--- src/rtl/dev_rsp_pkg.sv ---
// Shared types and constants for the device response serializer.
package dev_rsp_pkg;

    localparam int ADDR_W  = 19;
    localparam int DATA_W  = 16;
    localparam int ENTRY_W = ADDR_W + DATA_W;

    // Transactions carrying this ID are parked while the device is not operational.
    localparam logic [2:0] DEFER_TID = 3'h5;

    typedef enum logic [1:0] {
        IDLE = 2'd0,
        ADDR = 2'd1,
        DATA = 2'd2
    } state_t;

    // One device transaction as stored in the defer FIFO and the output holding registers.
    typedef struct packed {
        logic [ADDR_W-1:0] addr;
        logic [DATA_W-1:0] data;
    } dev_txn_t;

endpackage

--- src/rtl/qs_fifo.sv ---
// Synchronous first-word-fall-through FIFO; head entry is visible on dout while not empty.
module qs_fifo #(
    parameter int DEPTH  = 16,
    parameter int DATA_W = 8
) (
    input  logic              clk,
    input  logic              reset,
    input  logic              push,
    input  logic [DATA_W-1:0] din,
    input  logic              pop,
    output logic [DATA_W-1:0] dout,
    output logic              empty,
    output logic              full
);
    localparam int AW = $clog2(DEPTH);

    logic [DATA_W-1:0] mem [DEPTH];
    logic [AW:0]       wr_ptr;
    logic [AW:0]       rd_ptr;

    // Pointers carry one extra wrap bit so full and empty are distinguishable.
    assign empty = (wr_ptr == rd_ptr);
    assign full  = (wr_ptr[AW] != rd_ptr[AW]) && (wr_ptr[AW-1:0] == rd_ptr[AW-1:0]);
    assign dout  = mem[rd_ptr[AW-1:0]];

    // Storage write; contents need no reset since empty gates every read.
    always_ff @(posedge clk) begin
        if (push && !full) mem[wr_ptr[AW-1:0]] <= din;
    end

    // Pointer advance on accepted push/pop.
    always_ff @(posedge clk or posedge reset) begin
        if (reset) begin
            wr_ptr <= '0;
            rd_ptr <= '0;
        end else begin
            if (push && !full)  wr_ptr <= wr_ptr + 1'b1;
            if (pop  && !empty) rd_ptr <= rd_ptr + 1'b1;
        end
    end

endmodule

--- src/rtl/dev_rsp_serializer.sv ---
// Serializes device transactions into an address beat plus a data beat on a stream,
// parking DEFER_TID traffic in a FIFO until the device becomes operational.
module dev_rsp_serializer
    import dev_rsp_pkg::*;
#(
    parameter int DEPTH = 16
) (
    input  logic                     clk,
    input  logic                     reset,
    input  logic                     dev_valid_i,
    input  logic [ADDR_W-1:0]        dev_addr_i,
    input  logic [DATA_W-1:0]        dev_data_i,
    output logic                     dev_ready_o,
    input  logic                     dev_opmode_i,
    output logic                     rsp_tvalid_o,
    output logic [2:0]               rsp_tid_o,
    output logic [15:0]              rsp_tdata_o,
    output logic                     rsp_tlast_o,
    input  logic                     rsp_tready_i,
    output logic [$clog2(DEPTH):0]   defer_cnt_o
);
    localparam int CW = $clog2(DEPTH) + 1;

    state_t            cs;
    logic [ADDR_W-1:0] addr_q;
    logic [DATA_W-1:0] data_q;

    dev_txn_t          fifo_head;
    dev_txn_t          dev_txn;
    dev_txn_t          ld_txn;
    logic              fifo_empty;
    logic              fifo_full;
    logic              defer;
    logic              drain;
    logic              push_en;
    logic              direct_acc;
    logic              load;

    assign dev_txn = '{addr: dev_addr_i, data: dev_data_i};

    // Defer and drain need opposite opmode, so push and pop never coincide.
    assign defer      = dev_valid_i && (dev_addr_i[2:0] == DEFER_TID) && !dev_opmode_i;
    assign drain      = (cs == IDLE) && !fifo_empty && dev_opmode_i;
    // Ready looks at valid/addr; upstream valid must not look at ready.
    assign dev_ready_o = defer ? !fifo_full : ((cs == IDLE) && !drain);
    assign push_en    = defer && !fifo_full;
    assign direct_acc = dev_valid_i && dev_ready_o && !defer;
    assign load       = drain || direct_acc;
    assign ld_txn     = drain ? fifo_head : dev_txn;

    qs_fifo #(
        .DEPTH  (DEPTH),
        .DATA_W (ENTRY_W)
    ) u_defer_fifo (
        .clk   (clk),
        .reset (reset),
        .push  (push_en),
        .din   (dev_txn),
        .pop   (drain),
        .dout  (fifo_head),
        .empty (fifo_empty),
        .full  (fifo_full)
    );

    // Occupancy tracker; cannot exceed DEPTH because pushes stop at full.
    always_ff @(posedge clk or posedge reset) begin
        if (reset) begin
            defer_cnt_o <= '0;
        end else if (push_en) begin
            defer_cnt_o <= defer_cnt_o + CW'(1);
        end else if (drain) begin
            defer_cnt_o <= defer_cnt_o - CW'(1);
        end
    end

    // Two-beat output FSM; stream outputs are registered so they hold under backpressure.
    always_ff @(posedge clk or posedge reset) begin
        if (reset) begin
            cs           <= IDLE;
            addr_q       <= '0;
            data_q       <= '0;
            rsp_tvalid_o <= 1'b0;
            rsp_tid_o    <= '0;
            rsp_tdata_o  <= '0;
            rsp_tlast_o  <= 1'b0;
        end else begin
            case (cs)
                IDLE: begin
                    if (load) begin
                        addr_q       <= ld_txn.addr;
                        data_q       <= ld_txn.data;
                        rsp_tvalid_o <= 1'b1;
                        rsp_tdata_o  <= ld_txn.addr[ADDR_W-1:3];
                        rsp_tid_o    <= ld_txn.addr[2:0];
                        rsp_tlast_o  <= 1'b0;
                        cs           <= ADDR;
                    end
                end
                ADDR: begin
                    if (rsp_tready_i) begin
                        rsp_tdata_o <= data_q;
                        rsp_tid_o   <= addr_q[2:0];
                        rsp_tlast_o <= 1'b1;
                        cs          <= DATA;
                    end
                end
                DATA: begin
                    if (rsp_tready_i) begin
                        rsp_tvalid_o <= 1'b0;
                        rsp_tlast_o  <= 1'b0;
                        cs           <= IDLE;
                    end
                end
                default: begin
                    rsp_tvalid_o <= 1'b0;
                    rsp_tlast_o  <= 1'b0;
                    cs           <= IDLE;
                end
            endcase
        end
    end

endmodule

--- config.mk ---
export PLATFORM = sky130hd
export DESIGN_NAME = dev_rsp_serializer
export DESIGN_NICKNAME = d
export VERILOG_FILES = /design/src/rtl/dev_rsp_pkg.sv /design/src/rtl/qs_fifo.sv /design/src/rtl/dev_rsp_serializer.sv
export SDC_FILE = /design/constraint.sdc
export NUM_CORES = 1
export LEC_CHECK = 0
export CAP_MARGIN = 40
export CORE_MARGIN = 10
export CORE_UTILIZATION = 50
export CTS_BUF_LIST = sky130_fd_sc_hd__clkbuf_8
export CTS_CLUSTER_DIAMETER = 30
export DETAILED_ROUTE_END_ITERATION = 7
export GPL_ROUTABILITY_DRIVEN = 0
export GPL_TIMING_DRIVEN = 0
export HOLD_SLACK_MARGIN = 0.05
export PLACE_DENSITY = 0.81
export SETUP_SLACK_MARGIN = 0.15
export SLEW_MARGIN = 20
export SYNTH_ARGS = -nofsm -noshare
export SYNTH_HDL_FRONTEND = slang
export SYNTH_SLANG_ARGS = --single-unit
--- constraint.sdc ---
create_clock -name clk -period 4.41 [get_ports clk]
set_clock_uncertainty 0.2 [all_clocks]
set_input_delay 1.1025 -clock clk [delete_from_list [all_inputs] [get_ports clk]]
set_output_delay 1.1025 -clock clk [all_outputs]
set_load 0.03 [all_outputs]
==> results of run 1 <==
-- registers in the layout, summed over array words and instances (netlist names), 3 cells and up --
register	flops
rsp_tdata_o	16
addr_q	3
u_defer_fifo.wr_ptr	5
u_defer_fifo.rd_ptr	5
data_q	16
defer_cnt_o	5
rsp_tid_o	3
u_defer_fifo.mem	560
-- power by group through the flow --
stage               Clock, mW  Combinational [mW]  Sequential (mW)
floorplan                   0                3.53             7.17
global placement            0                5.19             7.06
detailed placement          0                5.43             7.08
CTS                      5.74                5.50             6.96
global route             6.03                5.88             6.98
finish                   5.69                5.51             6.97
-- synthesized netlist by cell type (6+ instances only) --
cell type	n	share of area, %
a31oi_1	19	0.49
buf_1	11	0.17
buf_2	22	0.45
buf_6	9	0.42
clkbuf_1	25	0.39
dfrtp_1	56	5.8
edfxtp_1	560	69
ha_1	8	0.41
inv_1	8	0.12
mux2_2	34	1.6
mux2i_1	50	2.1
mux4_2	140	13
nand2_1	71	1.1
nand2b_1	7	0.18
nor2_1	15	0.23
nor2b_1	17	0.44
nor3_1	23	0.47
o211ai_1	32	0.99
o21ai_0	36	0.74
o22ai_1	6	0.15
xnor2_1	12	0.43
xor2_1	6	0.22
-- layout make-up --
| class | instances | area (sq um) |
|---|---|---|
| diodes | 1 | 2.50 |
| clock buffers | 120 | 1650 |
| inverters | 8 | 32.5 |
| fillers | 3156 | 19000 |
| clock inverters | 89 | 772 |
| multi-input cells | 508 | 5860 |
| plain buffers | 71 | 377 |
| well taps | 615 | 769 |
| repair buffers | 99 | 1310 |
| flip-flops and latches | 616 | 18200 |
-- worst max-delay path, cell delays in order, from the launching register on --
cell and delay, ns:
dfrtp_1 0.50, nor2_1 0.40, nand2_1 0.28, a21o_2 0.35, buf_4 0.23, nand3_1 0.11
nand2_1 0.06, clkbuf_2 0.18
-- per-layer routing --
layer | up-vias | global-route usage [%]
met5 | - | 0
met4 | 0 | 8.28
met3 | 168 | 5.19
met2 | 829 | 31.7
met1 | 6712 | 26.6
li1 | 5381 | -
-- cells by family after synthesis --
kind of cell    Yosys count  share of synthesized area (%)
buf+inv                  79                           1.67
simple gates            144                           2.78
flops                   616                           74.8
compound gates          113                           3.03
mux                     224                           16.6
fa+ha+maj                 9                          0.493
xor+xnor                 18                          0.647
-- worst paths after layout --
check / startpoint / endpoint / cells after the start
setup / recovery: rsp_tlast_o / dev_ready_o / 7
hold / removal: defer_cnt_o[4] / defer_cnt_o[4] / 1
setup reg to reg: u_defer_fifo.wr_ptr[3] / u_defer_fifo.mem[10][12] / 9
hold reg to reg: defer_cnt_o[4] / defer_cnt_o[4] / 1
max in group asynchronous: reset / data_q[12] / 3
min in group asynchronous: reset / rsp_tid_o[0] / 2
-- per-stage QoR --
step	util, %	hold slack (ns)	worst slack (ns)	cell area (sq um)
global placement	53.8	0.266	-2.32	25800
global route	60.5	0.306	0.227	29000
floorplan	-	0.301	0.266	24400
detailed placement	55.3	0.270	-0.679	26500
finish	60.5	0.279	0.322	29000
CTS	60.4	0.277	0.153	29000
-- repair_timing --
action / 4_1_cts / 5_1_grt
setup endpoints to repair: 1 / 1
pin swaps: 1 / 0
resized for setup: 11 / 2
buffers inserted: 1 / 0
==> flow_metrics.tcl, run 1 <==
set metrics [dict create \
    met2_length_microns 27400 \
    grt_usage_pct 20.2 \
    routed_wl_microns 57000 \
    final_cell_mix "560 x edfxtp_1, 140 x mux4_2, 120 x clkbuf_8" \
    cts_tree "yes" \
    synthesis.nets 1252 \
    crit_fanout 10 \
    clock_power_share_pct 31.3 \
    cts-root-buf "clkbuf_8" \
    clock_sinks 616 \
    combPwrFrac_pct 30.3 \
    ant_nets 0 \
    power.internal_mw 12.4 \
    ys.flop_type "edfxtp_1" \
    finalHoldViolCount 0 \
    drtIter0Drc 1460 \
    coreArea_sq_mm 0.0479 \
    grt_pass1_wl_microns 86900 \
    ios 67 \
    insertion_delay_ns 0.70 \
    io_buffers 66 \
    finalNonFillerCells 2127 \
    place_hpwl_microns 38000 \
    die-width_microns 241 \
    slew_violations 0 \
    crit_arrival_ns 2.79 \
    grt_overflow_total 0 \
    route.detailed.wl_per_inst_microns 26.8 \
    setup_viol 0 \
    fp-row-count 80 \
    areaGrowthSynthToFinish_pct 19.0 \
    rsz0062_at_grt "false" \
    ys_async_sr_fraction_pct 9.09 \
    die-area_sq_mm 0.0579 \
    initial_core_util_pct 50.8 \
    synth_edf_count 560 \
    cts_hold_buf 0 \
    cp-start-kind "flip-flop" \
    clockBufferDepth 3 \
    ys_warn_count 0 \
    power_density_mw_per_mm2 626 \
    endpoint_kind "output port" \
    grt_pass1_vias 13884 \
    seqPwrFrac_pct 38.4 \
    power.leakage_nw 9.57 \
    htreeDepth 3 \
    period_minus_slack_ns 4.09 \
    power_mw 18.2 \
    fin_crit_sh_pct 92.7 \
    status "complete, no violations" \
    r2r_slack_ns 0.92 \
    finalNetCount 1467 \
    die_height_microns 241 \
    worstMarginPinSlew_ns 0.827 \
    numCtsBuffers 114 \
    synth.distinct_cells 40 \
    synth_cells 1203 \
    fmax_ghz 0.245 \
    drt-vias-per-instance 6.15 \
    maxUsedRoutingLayer "met4" \
    max_cap_violations 0 \
    relSlewSlack_pct 44.7 \
    min_path_type "reg2reg" \
    placedCellCount 1914 \
    synth_seq_area_share_pct 74.8 \
    drc 0 \
    switching_power_mw 5.79 \
    switching_share_pct 31.9 \
    drive_gt1_share_pct 29.3 \
    critPathRequiredTime_ns 3.11 \
    final_common_cell "edfxtp_1" \
    critPathKind "reg2out" \
    met3_length_microns 6010 \
    syn-cell-area_sq_mm 0.0244 \
    peakVddDrop_mv 0.329 \
    fin_setup_tns_ns 0 \
    firstDrtPassIters 5 \
    grt_max_degree 56 \
    clk_pin_slew_ns 0.06 \
    syn_avg_cell_area_sq_um 20.2 \
    antenna_found_initial 0 \
    vias 13090 \
    met1Wirelength_microns 21600 \
    ys_ff_latch 616 \
]
(Power assumes the default switching activity.)
==> run 2: changes to the inputs <==
--- a/config.mk
+++ b/config.mk
@@ -13,5 +13,4 @@
 export DETAILED_ROUTE_END_ITERATION = 7
 export GPL_ROUTABILITY_DRIVEN = 0
-export GPL_TIMING_DRIVEN = 0
 export HOLD_SLACK_MARGIN = 0.05
 export PLACE_DENSITY = 0.81
--- a/constraint.sdc
+++ b/constraint.sdc
@@ -3,3 +3,3 @@
 set_input_delay 1.1025 -clock clk [delete_from_list [all_inputs] [get_ports clk]]
 set_output_delay 1.1025 -clock clk [all_outputs]
-set_load 0.03 [all_outputs]
+set_load 0.005 [all_outputs]
==> run 2 against run 1 <==
  * Hold slack better by 0.0039 ns
  * Non-clock buffer count down 46
  * Largest power group unchanged
  * Clock-buffer cell count down 6
  * Critical path type unchanged
==> flow_metrics.tcl, run 2 (same netlist as run 1, synthesis figures left out) <==
set metrics [dict create \
    grt_overflow_total 0 \
    insertion_delay_ns 0.68 \
    clock_sinks 616 \
    critPathKind "reg2out" \
    io_buffers 66 \
    clockBufferDepth 3 \
    slew_violations 0 \
    routed_wl_microns 51900 \
    drc 0 \
    use_met2_pct 29.2 \
    cp-start-kind "flip-flop" \
    setup_viol 0 \
    final_cell_mix "560 x edfxtp_1, 140 x mux4_2, 114 x clkbuf_8" \
    final_common_cell "edfxtp_1" \
    cts_hold_buf 0 \
    switching_power_mw 5.11 \
    pre_cts_slack_ns 0.360 \
    power_density_mw_per_mm2 599 \
    die_height_microns 241 \
    fin_crit_sh_pct 92.3 \
    vias 12391 \
    grt_pass1_vias 12896 \
    numCtsBuffers 103 \
    min_path_type "reg2reg" \
    die-area_sq_mm 0.0579 \
    power_mw 16.9 \
    combPwrFrac_pct 28.6 \
    power.internal_mw 11.8 \
    place_hpwl_microns 30700 \
    period_minus_slack_ns 4.07 \
    drive_gt1_share_pct 28.8 \
    power.leakage_nw 9.24 \
    crit_arrival_ns 2.77 \
    largest_register_ffs 560 \
    final_area_sq_mm 0.0282 \
    fmax_ghz 0.246 \
    relSlewSlack_pct 39.1 \
    antenna_found_initial 2 \
    route.detailed.wl_per_inst_microns 25.1 \
    cts_setup_buffers 0 \
    clk_pin_slew_ns 0.06 \
    holdWs_ns 0.283 \
    final_util_pct 58.9 \
    peakVddDrop_mv 0.485 \
    drt-vias-per-instance 6.01 \
    initial_core_util_pct 50.8 \
    busiest_layer "met2" \
    worstMarginPinSlew_ns 0.914 \
    grt_usage_pct 18.2 \
    r2r_slack_ns 1.04 \
    firstDrtPassIters 5 \
    finalWorstSetupSlack_ns 0.340 \
    areaGrowthSynthToFinish_pct 15.9 \
    endpoint_kind "output port" \
    max_cap_violations 0 \
    seqPwrFrac_pct 41.3 \
    met1_usage_pct 24.0 \
    use_met3_pct 4.31 \
    die-width_microns 241 \
    status "complete, no violations" \
    critPathRequiredTime_ns 3.11 \
    finalHoldViolCount 0 \
    clock_power_share_pct 30.2 \
    placed_area_sq_mm 0.0261 \
    ios 67 \
    grt_pass1_wl_microns 79000 \
    drtIter0Drc 1228 \
    cts_resized 1 \
    fin_setup_tns_ns 0 \
    crit_fanout 10 \
    grt_max_degree 108 \
    fp-row-count 80 \
    rsz0062_at_grt "false" \
    switching_share_pct 30.2 \
    cts_tree "yes" \
    coreArea_sq_mm 0.0479 \
    placedCellCount 1871 \
    cts-root-buf "clkbuf_8" \
    finalNonFillerCells 2063 \
    htreeDepth 3 \
    ant_nets 0 \
    finalNetCount 1410 \
]
## run 2: power groups by stage
| stage | sequential, mW | combinational [mW] | clock (mW) |
|---|---|---|---|
| finish | 6.98 | 4.84 | 5.10 |
| CTS | 6.98 | 4.89 | 5.18 |
| floorplan | 6.94 | 3.51 | 0 |
| detailed placement | 7.10 | 4.85 | 0 |
| global route | 7.01 | 5.21 | 5.47 |
| global placement | 7.08 | 4.70 | 0 |
## run 2: final timing paths
path / cells after the start / start / endpoint
worst min register to register: 1 / defer_cnt_o[4] / defer_cnt_o[4]
min in group asynchronous: 2 / reset / data_q[4]
worst max-delay path: 6 / u_defer_fifo.wr_ptr[3] / dev_ready_o
worst min-delay path: 1 / defer_cnt_o[4] / defer_cnt_o[4]
worst max register to register: 6 / u_defer_fifo.rd_ptr[0] / rsp_tdata_o[12]
max in group asynchronous: 3 / reset / data_q[14]
## run 2: area by class of cell
class	count	area (sq um)
fill	3244	19700
sequential	616	18200
multi-input combinational	508	5860
clock buffer	114	1570
timing repair buffer	124	1180
tap	615	769
clock inverter	76	576
inverter	8	30.0
antenna	2	5.00
## run 2: metal layers
layer	vias up	wire length (microns)
met5	-	0
met4	0	1160
met3	76	4040
met2	549	26000
met1	6503	20700
li1	5263	-
## run 2: critical path, stage by stage, from the launching register on
cell             delay, ns
dfrtp_2               0.53
xor2_1                0.23
nor4_4                0.46
a21o_2                0.22
nand3_1               0.08
nand2_1               0.08
clkdlybuf4s50_1       0.50
